File: src/rtl/hazard_pkg.sv
// Shared types and constants for the pipeline hazard controller.
// Register-specifier width, FSM state encoding and the ID/EX bubble encoding.
package hazard_pkg;

    localparam int REG_W = 3;

    // Instruction word that the ID/EX bubble represents (all-zero word decodes as a no-op).
    localparam logic [31:0] NOP_INSN = 32'h0000_0000;

    typedef enum logic [1:0] {
        RUN      = 2'd0,
        LU_STALL = 2'd1,
        MEM_WAIT = 2'd2
    } state_t;

    function automatic logic regHit(input logic uses, input logic [REG_W-1:0] src,
                                    input logic [REG_W-1:0] dst);
        return uses && (src == dst);
    endfunction

endpackage

File: src/rtl/hazard_ctrl_if.sv
// Pipeline-side signal bundle of the hazard controller.
// master = pipeline (drives hazard inputs), slave = hazard_ctrl (drives stall controls).
interface hazard_ctrl_if;
    import hazard_pkg::*;

    logic [REG_W-1:0] id_rs;
    logic [REG_W-1:0] id_rqrd;
    logic             id_uses_rs;
    logic             id_uses_rqrd;
    logic [REG_W-1:0] ex_rd;
    logic             ex_mem_read;
    logic             ex_write_en;
    logic             branch_taken;
    logic             mem_req;
    logic             mem_ready;
    logic             pc_stall;
    logic             ifid_stall;
    logic             idex_bubble;
    logic             ifid_flush;
    logic             pipe_freeze;
    logic             mem_timeout_err;
    logic [31:0]      perf_lu_stalls;
    logic [31:0]      perf_mem_wait;
    logic [31:0]      perf_flushes;

    modport master (
        output id_rs, id_rqrd, id_uses_rs, id_uses_rqrd, ex_rd, ex_mem_read, ex_write_en,
               branch_taken, mem_req, mem_ready,
        input  pc_stall, ifid_stall, idex_bubble, ifid_flush, pipe_freeze, mem_timeout_err,
               perf_lu_stalls, perf_mem_wait, perf_flushes
    );

    modport slave (
        input  id_rs, id_rqrd, id_uses_rs, id_uses_rqrd, ex_rd, ex_mem_read, ex_write_en,
               branch_taken, mem_req, mem_ready,
        output pc_stall, ifid_stall, idex_bubble, ifid_flush, pipe_freeze, mem_timeout_err,
               perf_lu_stalls, perf_mem_wait, perf_flushes
    );

endinterface

File: src/rtl/hazard_perf_cnt.sv
// Hazard performance counters: load-use stall, memory-wait and flush cycles.
// Latency: counts visible the cycle after the event. No backpressure; counters wrap mod 2^32.
module hazard_perf_cnt (
    input  logic        clk,
    input  logic        rst,
    input  logic        luStall,
    input  logic        freeze,
    input  logic        flush,
    output logic [31:0] luCnt,
    output logic [31:0] waitCnt,
    output logic [31:0] flushCnt
);

    always_ff @(posedge clk or posedge rst) begin
        if (rst) begin
            luCnt    <= '0;
            waitCnt  <= '0;
            flushCnt <= '0;
        end else begin
            if (luStall) luCnt    <= luCnt + 32'd1;
            if (freeze)  waitCnt  <= waitCnt + 32'd1;
            if (flush)   flushCnt <= flushCnt + 32'd1;
        end
    end

endmodule

File: src/rtl/hazard_ctrl.sv
// Pipeline hazard controller: load-use stall, memory-wait freeze, taken-branch squash.
// Latency: Mealy, controls are combinational in the same cycle. Freeze holds until mem_ready.
// HAZARD_PERF_CNT_EN builds the perf counters; otherwise the perf outputs are tied to 0.
module hazard_ctrl
    import hazard_pkg::*;
#(
    parameter int MEM_TIMEOUT = 255,
    parameter int CNT_W       = 8     // must satisfy 2**CNT_W > MEM_TIMEOUT
) (
    input logic         clk,
    input logic         rst,
    hazard_ctrl_if.slave hif
);

    localparam logic [CNT_W-1:0] TIMEOUT_CNT = CNT_W'(MEM_TIMEOUT);
    localparam logic [CNT_W-1:0] CNT_MAX     = {CNT_W{1'b1}};

    state_t           state, stateNext;
    logic [CNT_W-1:0] waitCnt, waitCntNext;
    logic             timeoutErr;
    logic             luHaz, memWait, frozen;
    logic             freeze, flush, luStall;
    logic             freezeAct, flushAct, luStallAct;

    always_comb begin
        luHaz = hif.ex_mem_read && hif.ex_write_en &&
                (regHit(hif.id_uses_rs, hif.id_rs, hif.ex_rd) ||
                 regHit(hif.id_uses_rqrd, hif.id_rqrd, hif.ex_rd));
        memWait = hif.mem_req && !hif.mem_ready;
        // Once waiting, only mem_ready releases the freeze.
        frozen  = (state == MEM_WAIT) ? !hif.mem_ready : memWait;
    end

    always_comb begin
        stateNext   = RUN;
        waitCntNext = '0;
        freeze      = 1'b0;
        flush       = 1'b0;
        luStall     = 1'b0;
        if (frozen) begin
            freeze    = 1'b1;
            stateNext = MEM_WAIT;
            if (state != MEM_WAIT)
                waitCntNext = CNT_W'(1);
            else
                waitCntNext = (waitCnt == CNT_MAX) ? waitCnt : waitCnt + CNT_W'(1);
        end else if (hif.branch_taken) begin
            // A dependent consumer is squashed, so a coincident load-use is ignored.
            flush = 1'b1;
        end else if (luHaz && state != LU_STALL) begin
            luStall   = 1'b1;
            stateNext = LU_STALL;
        end
    end

    always_ff @(posedge clk or posedge rst) begin
        if (rst) begin
            state      <= RUN;
            waitCnt    <= '0;
            timeoutErr <= 1'b0;
        end else begin
            state   <= stateNext;
            waitCnt <= waitCntNext;
            if (freeze && waitCntNext >= TIMEOUT_CNT) timeoutErr <= 1'b1;
        end
    end

    // Outputs are forced low while reset is held, regardless of inputs.
    assign freezeAct  = freeze  && !rst;
    assign flushAct   = flush   && !rst;
    assign luStallAct = luStall && !rst;

    assign hif.pipe_freeze     = freezeAct;
    assign hif.pc_stall        = freezeAct || luStallAct;
    assign hif.ifid_stall      = freezeAct || luStallAct;
    assign hif.idex_bubble     = flushAct || luStallAct;
    assign hif.ifid_flush      = flushAct;
    assign hif.mem_timeout_err = timeoutErr && !rst;

`ifdef HAZARD_PERF_CNT_EN
    logic [31:0] luCnt, waitCyc, flushCnt;

    hazard_perf_cnt uPerfCnt (
        .clk      (clk),
        .rst      (rst),
        .luStall  (luStallAct),
        .freeze   (freezeAct),
        .flush    (flushAct),
        .luCnt    (luCnt),
        .waitCnt  (waitCyc),
        .flushCnt (flushCnt)
    );

    assign hif.perf_lu_stalls = luCnt;
    assign hif.perf_mem_wait  = waitCyc;
    assign hif.perf_flushes   = flushCnt;
`else
    assign hif.perf_lu_stalls = '0;
    assign hif.perf_mem_wait  = '0;
    assign hif.perf_flushes   = '0;
`endif

endmodule

File: src/flat_wrapper.sv
// flat-port wrapper written by rule: the top's interface ports become plain ports
module hazard_ctrl_flat import hazard_pkg::*;
#(
    parameter int MEM_TIMEOUT = 255,
    parameter int CNT_W       = 8                                           
)
  (clk, rst, hif_id_rs, hif_id_rqrd, hif_id_uses_rs, hif_id_uses_rqrd, hif_ex_rd, hif_ex_mem_read, hif_ex_write_en, hif_branch_taken, hif_mem_req, hif_mem_ready, hif_pc_stall, hif_ifid_stall, hif_idex_bubble, hif_ifid_flush, hif_pipe_freeze, hif_mem_timeout_err, hif_perf_lu_stalls, hif_perf_mem_wait, hif_perf_flushes);
  hazard_ctrl_if hif_i ();
  input logic clk;
  input logic rst;
  input wire logic [$bits(hif_i.id_rs)-1:0] hif_id_rs;
  input wire logic [$bits(hif_i.id_rqrd)-1:0] hif_id_rqrd;
  input wire logic [$bits(hif_i.id_uses_rs)-1:0] hif_id_uses_rs;
  input wire logic [$bits(hif_i.id_uses_rqrd)-1:0] hif_id_uses_rqrd;
  input wire logic [$bits(hif_i.ex_rd)-1:0] hif_ex_rd;
  input wire logic [$bits(hif_i.ex_mem_read)-1:0] hif_ex_mem_read;
  input wire logic [$bits(hif_i.ex_write_en)-1:0] hif_ex_write_en;
  input wire logic [$bits(hif_i.branch_taken)-1:0] hif_branch_taken;
  input wire logic [$bits(hif_i.mem_req)-1:0] hif_mem_req;
  input wire logic [$bits(hif_i.mem_ready)-1:0] hif_mem_ready;
  output wire logic [$bits(hif_i.pc_stall)-1:0] hif_pc_stall;
  output wire logic [$bits(hif_i.ifid_stall)-1:0] hif_ifid_stall;
  output wire logic [$bits(hif_i.idex_bubble)-1:0] hif_idex_bubble;
  output wire logic [$bits(hif_i.ifid_flush)-1:0] hif_ifid_flush;
  output wire logic [$bits(hif_i.pipe_freeze)-1:0] hif_pipe_freeze;
  output wire logic [$bits(hif_i.mem_timeout_err)-1:0] hif_mem_timeout_err;
  output wire logic [$bits(hif_i.perf_lu_stalls)-1:0] hif_perf_lu_stalls;
  output wire logic [$bits(hif_i.perf_mem_wait)-1:0] hif_perf_mem_wait;
  output wire logic [$bits(hif_i.perf_flushes)-1:0] hif_perf_flushes;
  assign hif_i.id_rs = hif_id_rs;
  assign hif_i.id_rqrd = hif_id_rqrd;
  assign hif_i.id_uses_rs = hif_id_uses_rs;
  assign hif_i.id_uses_rqrd = hif_id_uses_rqrd;
  assign hif_i.ex_rd = hif_ex_rd;
  assign hif_i.ex_mem_read = hif_ex_mem_read;
  assign hif_i.ex_write_en = hif_ex_write_en;
  assign hif_i.branch_taken = hif_branch_taken;
  assign hif_i.mem_req = hif_mem_req;
  assign hif_i.mem_ready = hif_mem_ready;
  assign hif_pc_stall = hif_i.pc_stall;
  assign hif_ifid_stall = hif_i.ifid_stall;
  assign hif_idex_bubble = hif_i.idex_bubble;
  assign hif_ifid_flush = hif_i.ifid_flush;
  assign hif_pipe_freeze = hif_i.pipe_freeze;
  assign hif_mem_timeout_err = hif_i.mem_timeout_err;
  assign hif_perf_lu_stalls = hif_i.perf_lu_stalls;
  assign hif_perf_mem_wait = hif_i.perf_mem_wait;
  assign hif_perf_flushes = hif_i.perf_flushes;
  hazard_ctrl #(.MEM_TIMEOUT(MEM_TIMEOUT), .CNT_W(CNT_W)) u_core (.clk(clk), .rst(rst), .hif(hif_i));
endmodule
File: config.mk
export PLATFORM = sky130hd
export DESIGN_NAME = hazard_ctrl_flat
export DESIGN_NICKNAME = d
export VERILOG_FILES = /design/src/rtl/hazard_pkg.sv /design/src/rtl/hazard_ctrl_if.sv /design/src/rtl/hazard_perf_cnt.sv /design/src/rtl/hazard_ctrl.sv /design/src/flat_wrapper.sv
export SDC_FILE = /design/constraint.sdc
export NUM_CORES = 1
export LEC_CHECK = 0
export CAP_MARGIN = 20
export CORE_MARGIN = 1.5
export CORE_UTILIZATION = 33
export DETAILED_ROUTE_END_ITERATION = 8
export PLACE_DENSITY_LB_ADDON = 0.3
export SLEW_MARGIN = 20
export SYNTH_ARGS = -nofsm -noshare
export SYNTH_HDL_FRONTEND = slang
export SYNTH_SLANG_ARGS = --single-unit
File: constraint.sdc
create_clock -name clk -period 2.45 [get_ports clk]
set_clock_uncertainty 0.2 [all_clocks]
set_input_delay 0.49 -clock clk [delete_from_list [all_inputs] [get_ports clk]]
set_output_delay 0.49 -clock clk [all_outputs]
set_load 0.1 [all_outputs]
======== Word level (Yosys, flattened, before mapping) ========
Cells that the tools add are included.
word-level totals
  register bits ........................... 11
  input port bits ......................... 18
  output and inout port bits .............. 102
  word-level logic and storage cells ...... 40
operators by class
  add/sub/neg operators ................... 1
  order comparisons ....................... 1
  equal/unequal tests ..................... 6
  multiplexer cells ....................... 13
  reductions and logical operators ........ 16
operators with widths
  operator                                        number
  2-to-1 mux 8 bit                                3
  logical AND 1 bit                               11
  adder 8 x 1 -> 8 bit (second input constant)    1
  == test 8 bit (second input constant)           1
  >= comparator 8 bit (second input constant)     1
  2-to-1 mux 1 bit                                8
  == test 3 bit                                   2
  2-to-1 mux 2 bit                                2
  logical OR 1 bit                                3
  == test 2 bit (second input constant)           1
  zero test 1 bit                                 2
  != test 2 x 1 -> 1 bit (second input constant)  1
  != test 2 bit (second input constant)           1

======== Logic depth before layout (Yosys ltp) ========
Gate-level depths: netlist of the first run.
  depth in word-level cells ............... 10
  gate-level depth with buffers ........... 7
  mapped depth without buffers ............ 6

======== Least setup slack after synthesis of the first run ========
OpenSTA, ideal clock, no wires.
  kind .................................... input -> output
  from .................................... input port hif_ex_rd[0]
  to ...................................... output port hif_pc_stall
  data arrival time ....................... 3201 ps
  data required time ...................... 1760 ps
  setup slack ............................. -1441 ps
  cell stages on the path ................. 5
  path buffers ............................ 1
  cell sequence ........................... xnor2_1 nand4_1 a2111o_1 a21oi_1 buf_4
between the ends
  word-level cells in the longest chain between the ends .. 10
  elaborated cells between the ends (all ways) .. 12
  those cells by class .................... eq/ne: 2; mux: 3; reduce/logical: 7
ends and longest elaborated chain
  item                 RTL line            source
  from (decl)          flat_wrapper.sv:15  input wire logic [$bits(hif_i.ex_rd)-1:0] hif_ex_rd;
  == test 3 bit        hazard_pkg.sv:18    return uses && (src == dst);
  logical AND 1 bit    hazard_pkg.sv:18
  logical OR 1 bit *   hazard_ctrl.sv:27   (regHit(hif.id_uses_rs, hif.id_rs, hif.ex_rd) ||
  logical AND 1 bit *  hazard_ctrl.sv:26   luHaz = hif.ex_mem_read && hif.ex_write_en &&
  logical AND 1 bit *  hazard_ctrl.sv:50   end else if (luHaz && state != LU_STALL) begin
  2-to-1 mux 1 bit *   hazard_ctrl.sv:50
  2-to-1 mux 1 bit *   hazard_ctrl.sv:47   end else if (hif.branch_taken) begin
  2-to-1 mux 1 bit *   hazard_ctrl.sv:40   if (frozen) begin
  logical AND 1 bit *  hazard_ctrl.sv:71   assign luStallAct = luStall && !rst;
  logical OR 1 bit *   n/a
  to (decl)            flat_wrapper.sv:21  output wire logic [$bits(hif_i.pc_stall)-1:0] hif_pc_stall;
Every way passes the cells marked *; elsewhere a longest branch is shown, timed or not.

======== Worst setup path in the final report of the first run ========
  from .................................... input port hif_branch_taken
  to ...................................... output port hif_ifid_stall
between the ends
  word-level cells in the longest chain between the ends .. 4
ends and longest elaborated chain
  item               RTL line            source
  from (decl)        flat_wrapper.sv:18  input wire logic [$bits(hif_i.branch_taken)-1:0] hif_branch_taken;
  2-to-1 mux 1 bit   hazard_ctrl.sv:47
  2-to-1 mux 1 bit   hazard_ctrl.sv:40
  logical AND 1 bit  hazard_ctrl.sv:71
  logical OR 1 bit   hazard_ctrl.sv:75   assign hif.ifid_stall = freezeAct || luStallAct;
  to (decl)          flat_wrapper.sv:22  output wire logic [$bits(hif_i.ifid_stall)-1:0] hif_ifid_stall;
No other way between the ends.

==> metrics.yaml, run 1 <==
layout_setup_ws_ps: -40.77
cp_max_fo: 3
holdPathStages: 2
power_density_nw_per_um2: 734.0
syn_to_final_growth_pct: 5.813
grt_max_degree: 13
yosysSeqAreaShare: 0.1853
gp_congestion: 0.7254
clk_pin_slew_worst_paths_ps: 50
finalSetupTns_ps: -105.9
port_buffers: 23
grt_util_met3: 0.02597
rows: 24
hold_buffers: 0
dp_hpwl_um: 1872
rr_worst_depth: 6
rsz0062_at_grt: "yes"
busiest_layer: "met2"
cp-start-kind: "input port"
drc: 0
cts_tree: "built"
leakage_nw: 0.8340
fmax_ghz: 0.4015
via_per_inst: 3.603
synth_top_area_cell: "buf_4"
synth_top_area_frac: 0.5004
finalSetupViolations: 3
ys.flop_type: "dfrtp_1"
pre_cts_ws_ps: -429.3
dr.pass1.iters: 4
core_area_um2: 4354
die_w_um: 70.09
insertion_delay_ps: 240
start_util: 0.3411
maxCapViolCount: 0
grt_pass1_vias: 787
grt_pass1_wl_um: 3422
cp_slowest_cell: "a2111o_1"
track_usage: 0.08702
async_reset_ff_frac: 1.000
vias: 962
regArea_um2: 275.3
nFillCells: 468
synth_edf_count: 0
path_class: "input port to primary output"
hold_viol_final: 0
worstHoldPathType: "flip-flop to flip-flop"
critPathMaxStageDelay_ps: 470
drtIter0Drc: 31
die_h_um: 70.09
ir_drop_mv: 0.2826
clockRootBuffer: "clkbuf_8"
cts_inserted_buffers: 3
use_met2: 0.1429
syn_area_per_cell_um2: 8.028
ys_seq_elements: 11
post-synth-top-count-cell: "buf_4"
total_power_mw: 1.153
nets: 235
layout_min_cycle_time_ps: 2491
layout-drive-gt1-share: 0.1860
grtUsageMet1: 0.1076
cts.path.max_buffers: 2
overflow: 0
n_antenna_cell: 0
postSynthCellCount: 185
antenna_found_initial: 0
holdWs_ps: 248.2
htreeDepth: 1
wl_um: 2239
cp.arrival_ps: 1800
synthTopCellsByCount: "99 x buf_4, 12 x nor2_1, 11 x dfrtp_1, 8 x nand2_1, 7 x xnor2_1"
wl_per_cell_um: 8.386
ys.warnings.count: 0
violations: "setup timing"
io_pins: 120
fin_crit_sh: 1.017
synth_top_cells_by_area: "buf_4 50%, dfrtp_1 19%, xnor2_1 4.1%"
slew_violations: 0
path_cells: "clkdlybuf4s50_1, a2111o_1, a21oi_4, buf_12"
ys_types: 32
cp-end-kind: "primary output"
synthesis.area_um2: 1485
multi_input_area_um2: 853.3
cts.sinks: 11
ant_nets: 0
cp.required_ps: 1760
dieArea_um2: 4912
status: "finished, violations left"
## cell usage in the layout (no fill, tap or decap), types with 2 or more instances in the layout
master           instances
xnor2_2                  3
nor2_1                  10
dfrtp_1                 11
dlymetal6s2s_1           2
xor2_1                   2
buf_12                   6
clkbuf_8                 3
nor2_2                   3
nor3_1                   3
nand4_1                  2
nand3_1                  4
nand2b_1                 4
a31oi_1                  4
nand2_1                  8
a21oi_1                  4
buf_2                    6
conb_1                  96
xnor2_1                  4
inv_1                    4
buf_4                    7
clkdlybuf4s50_1          2
clkbuf_2                 2
dlygate4sd2_1            4
## area by class of cell
type,instances,area share
tap,52,0.04140
clock buffer,4,0.02866
multi-input combinational,164,0.5430
sequential,11,0.1752
inverter,5,0.01194
timing repair buffer,31,0.1998
## logic make-up after synthesis
group / share of synthesized area
other cells: 0.002525
buf+inv: 0.5164
flops: 0.1853
simple gates: 0.1390
xor+xnor: 0.05308
compound gates: 0.08846
mux: 0.006740
fa+ha+maj: 0.008423
## repair_timing
item	in CTS	in global routing
setup endpoints to repair	4	4
gates cloned	0	0
resized for setup	36	7
pin swaps	12	4
buffers inserted	1	1
## critical path, delay by kind of cell
| family | cells | cell delay, ps |
|---|---|---|
| compound gates | 2 | 690 |
| buf+inv | 2 | 620 |
## power breakdown
part           internal [mW]  total [mW]  leakage (nW)  switching [mW]
registers              0.185       0.189         0.145         0.00382
clock network          0.114       0.185        0.0228          0.0705
logic                 0.0642       0.779         0.666           0.715
total                  0.364        1.15         0.834           0.790
## final timing paths
check / startpoint / endpoint / slack [ps]
worst max-delay path: hif_branch_taken / hif_ifid_stall / -40
worst min-delay path: u_core.timeoutErr$_DFFE_PP0P_ / u_core.timeoutErr$_DFFE_PP0P_ / 250
worst max register to register: u_core.waitCnt[1]$_DFF_PP0_ / u_core.timeoutErr$_DFFE_PP0P_ / 300
worst min register to register: u_core.timeoutErr$_DFFE_PP0P_ / u_core.timeoutErr$_DFFE_PP0P_ / 250
max in group asynchronous: rst / u_core.waitCnt[3]$_DFF_PP0_ / 1510
min in group asynchronous: rst / u_core.timeoutErr$_DFFE_PP0P_ / 390
## registers in the layout, summed over array words and instances (netlist names)
name / count
u_core.state: 2
u_core.timeoutErr: 1
u_core.waitCnt: 8
## metal layers
| metal | vias to the layer above | wire [µm] |
|---|---|---|
| met2 | 57 | 1119 |
| met3 | 2 | 203 |
| met5 | - | 0 |
| li1 | 462 | - |
| met4 | 0 | 16 |
| met1 | 441 | 900 |
## metrics by stage
step,area (µm²),utilization,instances
after detailed placement,1530,0.3514,261
after CTS,1555,0.3572,266
after global routing,1572,0.3609,267
final,1572,0.3609,267
after floorplan,1882,-,280
after global placement,1530,0.3514,261
(Power assumes the default switching activity.)
==> inputs of run 2 (changes only) <==
Settings changed: CORE_UTILIZATION 33 to 34, CTS_BUF_LIST set to sky130_fd_sc_hd__clkbuf_4.
==> run 2 against run 1 <==
  * The run still ends with setup timing left
  * Register-to-register slack better by 30 ps
  * Fmax fell by 0.65%
  * First-iteration DRC count is 29% higher
  * Wire length is 0.40% higher
==> metrics.yaml, run 2 (synthesis results as in run 1) <==
status: "finished, violations left"
violations: "setup timing"
hold_buffers: 0
min_to: "u_core.timeoutErr$_DFFE_PP0P_"
path_cells: "clkdlybuf4s15_1, xnor2_2, nand4_1, a2111o_1, a21oi_4, buf_12"
dieArea_um2: 4773
syn_to_final_growth_pct: 7.750
path_buf_inv: 2
finalSetupViolations: 3
critPathMaxStageDelay_ps: 450
worstHoldPathType: "flip-flop to flip-flop"
leakage_nw: 0.8501
power_density_nw_per_um2: 687.5
cts.path.max_buffers: 2
ant_nets: 0
cp-start-kind: "input port"
insertion_delay_ps: 270
final_cell_mix: "96 x conb_1, 11 x buf_4, 11 x dfrtp_1, 10 x nor2_1, 8 x nand2_1"
vias: 974
clockRootBuffer: "clkbuf_4"
grt_pass1_wl_um: 3394
largest_reg_flops: 8
layout_setup_ws_ps: -57.09
rows: 23
cp_max_fo: 3
cp.required_ps: 1760
track_usage: 0.08618
via_per_inst: 3.621
n_antenna_cell: 0
holdPathStages: 2
cp_top_family: "compound AO/OA/AOI/OAI gates"
cp_slowest_cell: "a2111o_1"
grt_pass1_vias: 785
rr_worst_depth: 6
hold_viol_final: 0
antenna_found_initial: 0
start_util: 0.3634
slew_violations: 0
max_flop_register: "u_core.waitCnt"
rsz0062_at_grt: "yes"
final_util: 0.3916
die_h_um: 69.09
gp_congestion: 0.7145
grt_max_degree: 13
reg2reg_slack_ps: 330
io_pins: 120
drc: 0
core_area_um2: 4086
dp_hpwl_um: 1859
dp.cells: 259
htreeDepth: 1
clk_pin_slew_worst_paths_ps: 80
cts_tree: "built"
maxCapViolCount: 0
wl_per_cell_um: 8.357
layout-drive-gt1-share: 0.2009
layout_min_cycle_time_ps: 2507
cp.arrival_ps: 1820
port_buffers: 23
final_common_cell: "conb_1"
dr.pass1.iters: 4
fin_cells: 269
overflow: 0
fin_crit_sh: 1.023
fmax_ghz: 0.3989
r2r_start: "u_core.waitCnt[1]$_DFF_PP0_"
drtIter0Drc: 40
path_class: "input port to primary output"
nFillCells: 445
nets: 239
reg_top3: "u_core.waitCnt (8), u_core.state (2), u_core.timeoutErr (1)"
wl_um: 2248
die_w_um: 69.09
cp-end-kind: "primary output"
cts_inserted_buffers: 3
r2r_end: "u_core.timeoutErr$_DFFE_PP0P_"
ir_drop_mv: 0.3125
min-delay-start: "u_core.timeoutErr$_DFFE_PP0P_"
cts.sinks: 11
## run 2: per-layer routing
layer | GRT usage | up-vias | share of wire
met3 | 0.03655 | 0 | 0.13
met5 | 0 | - | 0
li1 | - | 472 | -
met2 | 0.1400 | 68 | 0.50
met4 | 0.02614 | 0 | 0
met1 | 0.1031 | 434 | 0.37
## run 2: area by class of cell
| type | instances | area [µm²] | share of cell area |
|---|---|---|---|
| tap | 50 | 62.56 | 0.03909 |
| inverter | 5 | 18.77 | 0.01173 |
| clock buffer | 3 | 22.52 | 0.01407 |
| clock inverter | 1 | 5.005 | 0.003127 |
| sequential | 11 | 275.3 | 0.1720 |
| timing repair buffer | 35 | 354.1 | 0.2213 |
| multi-input combinational | 164 | 862.1 | 0.5387 |
## run 2: timing repair
item                                    CTS  global route
pin swaps                                10            11
endpoints found under the setup margin    4             4
hold endpoints to repair                  0             0
resized for setup                        25            16
setup buffers                             1             5
## run 2: worst max-delay path by stage
stage | from | end | slack, ps | cells after the start
after global routing | u_core.state[1]$_DFF_PP0_ | hif_pc_stall | -130 | 7
after global placement | hif_ex_rd[1] | hif_ifid_stall | -420 | 6
after CTS | u_core.state[1]$_DFF_PP0_ | hif_pc_stall | -160 | 7
final | hif_id_rqrd[1] | hif_pc_stall | -60 | 6
after floorplan | hif_ex_rd[1] | hif_pc_stall | -350 | 5
after detailed placement | hif_ex_rd[1] | hif_pc_stall | -420 | 6
## run 2: tightest hold or removal path, delay by kind of cell (launching register included)
family	cells	cell delay, ps
AO/OA/AOI/OAI	1	40
buffers and inverters	1	50
flip-flops	1	330
## run 2: stage by stage
| step | setup slack [ps] | hold slack (ps) | power, mW | instance area (µm²) | setup TNS [ps] |
|---|---|---|---|---|---|
| 3_5_place_dp | -421.0 | 244.5 | 0.9709 | 1528 | -1341 |
| 3_3_place_gp | -422.8 | 237.5 | 0.9704 | 1528 | -1345 |
| 4_1_cts | -164.0 | 265.3 | 1.099 | 1565 | -454.5 |
| 6_report | -57.09 | 258.0 | 1.100 | 1600 | -126.5 |
| 5_1_grt | -125.5 | 311.3 | 1.131 | 1600 | -323.2 |
| 2_1_floorplan | -350.6 | 147.6 | 1.023 | 1882 | -642.7 |
## run 2: where the power goes
group | switching (mW) | internal (mW) | total [mW]
combinational | 0.717 | 0.0701 | 0.787
clock | 0.0644 | 0.0603 | 0.125
sequential | 0.00376 | 0.185 | 0.188
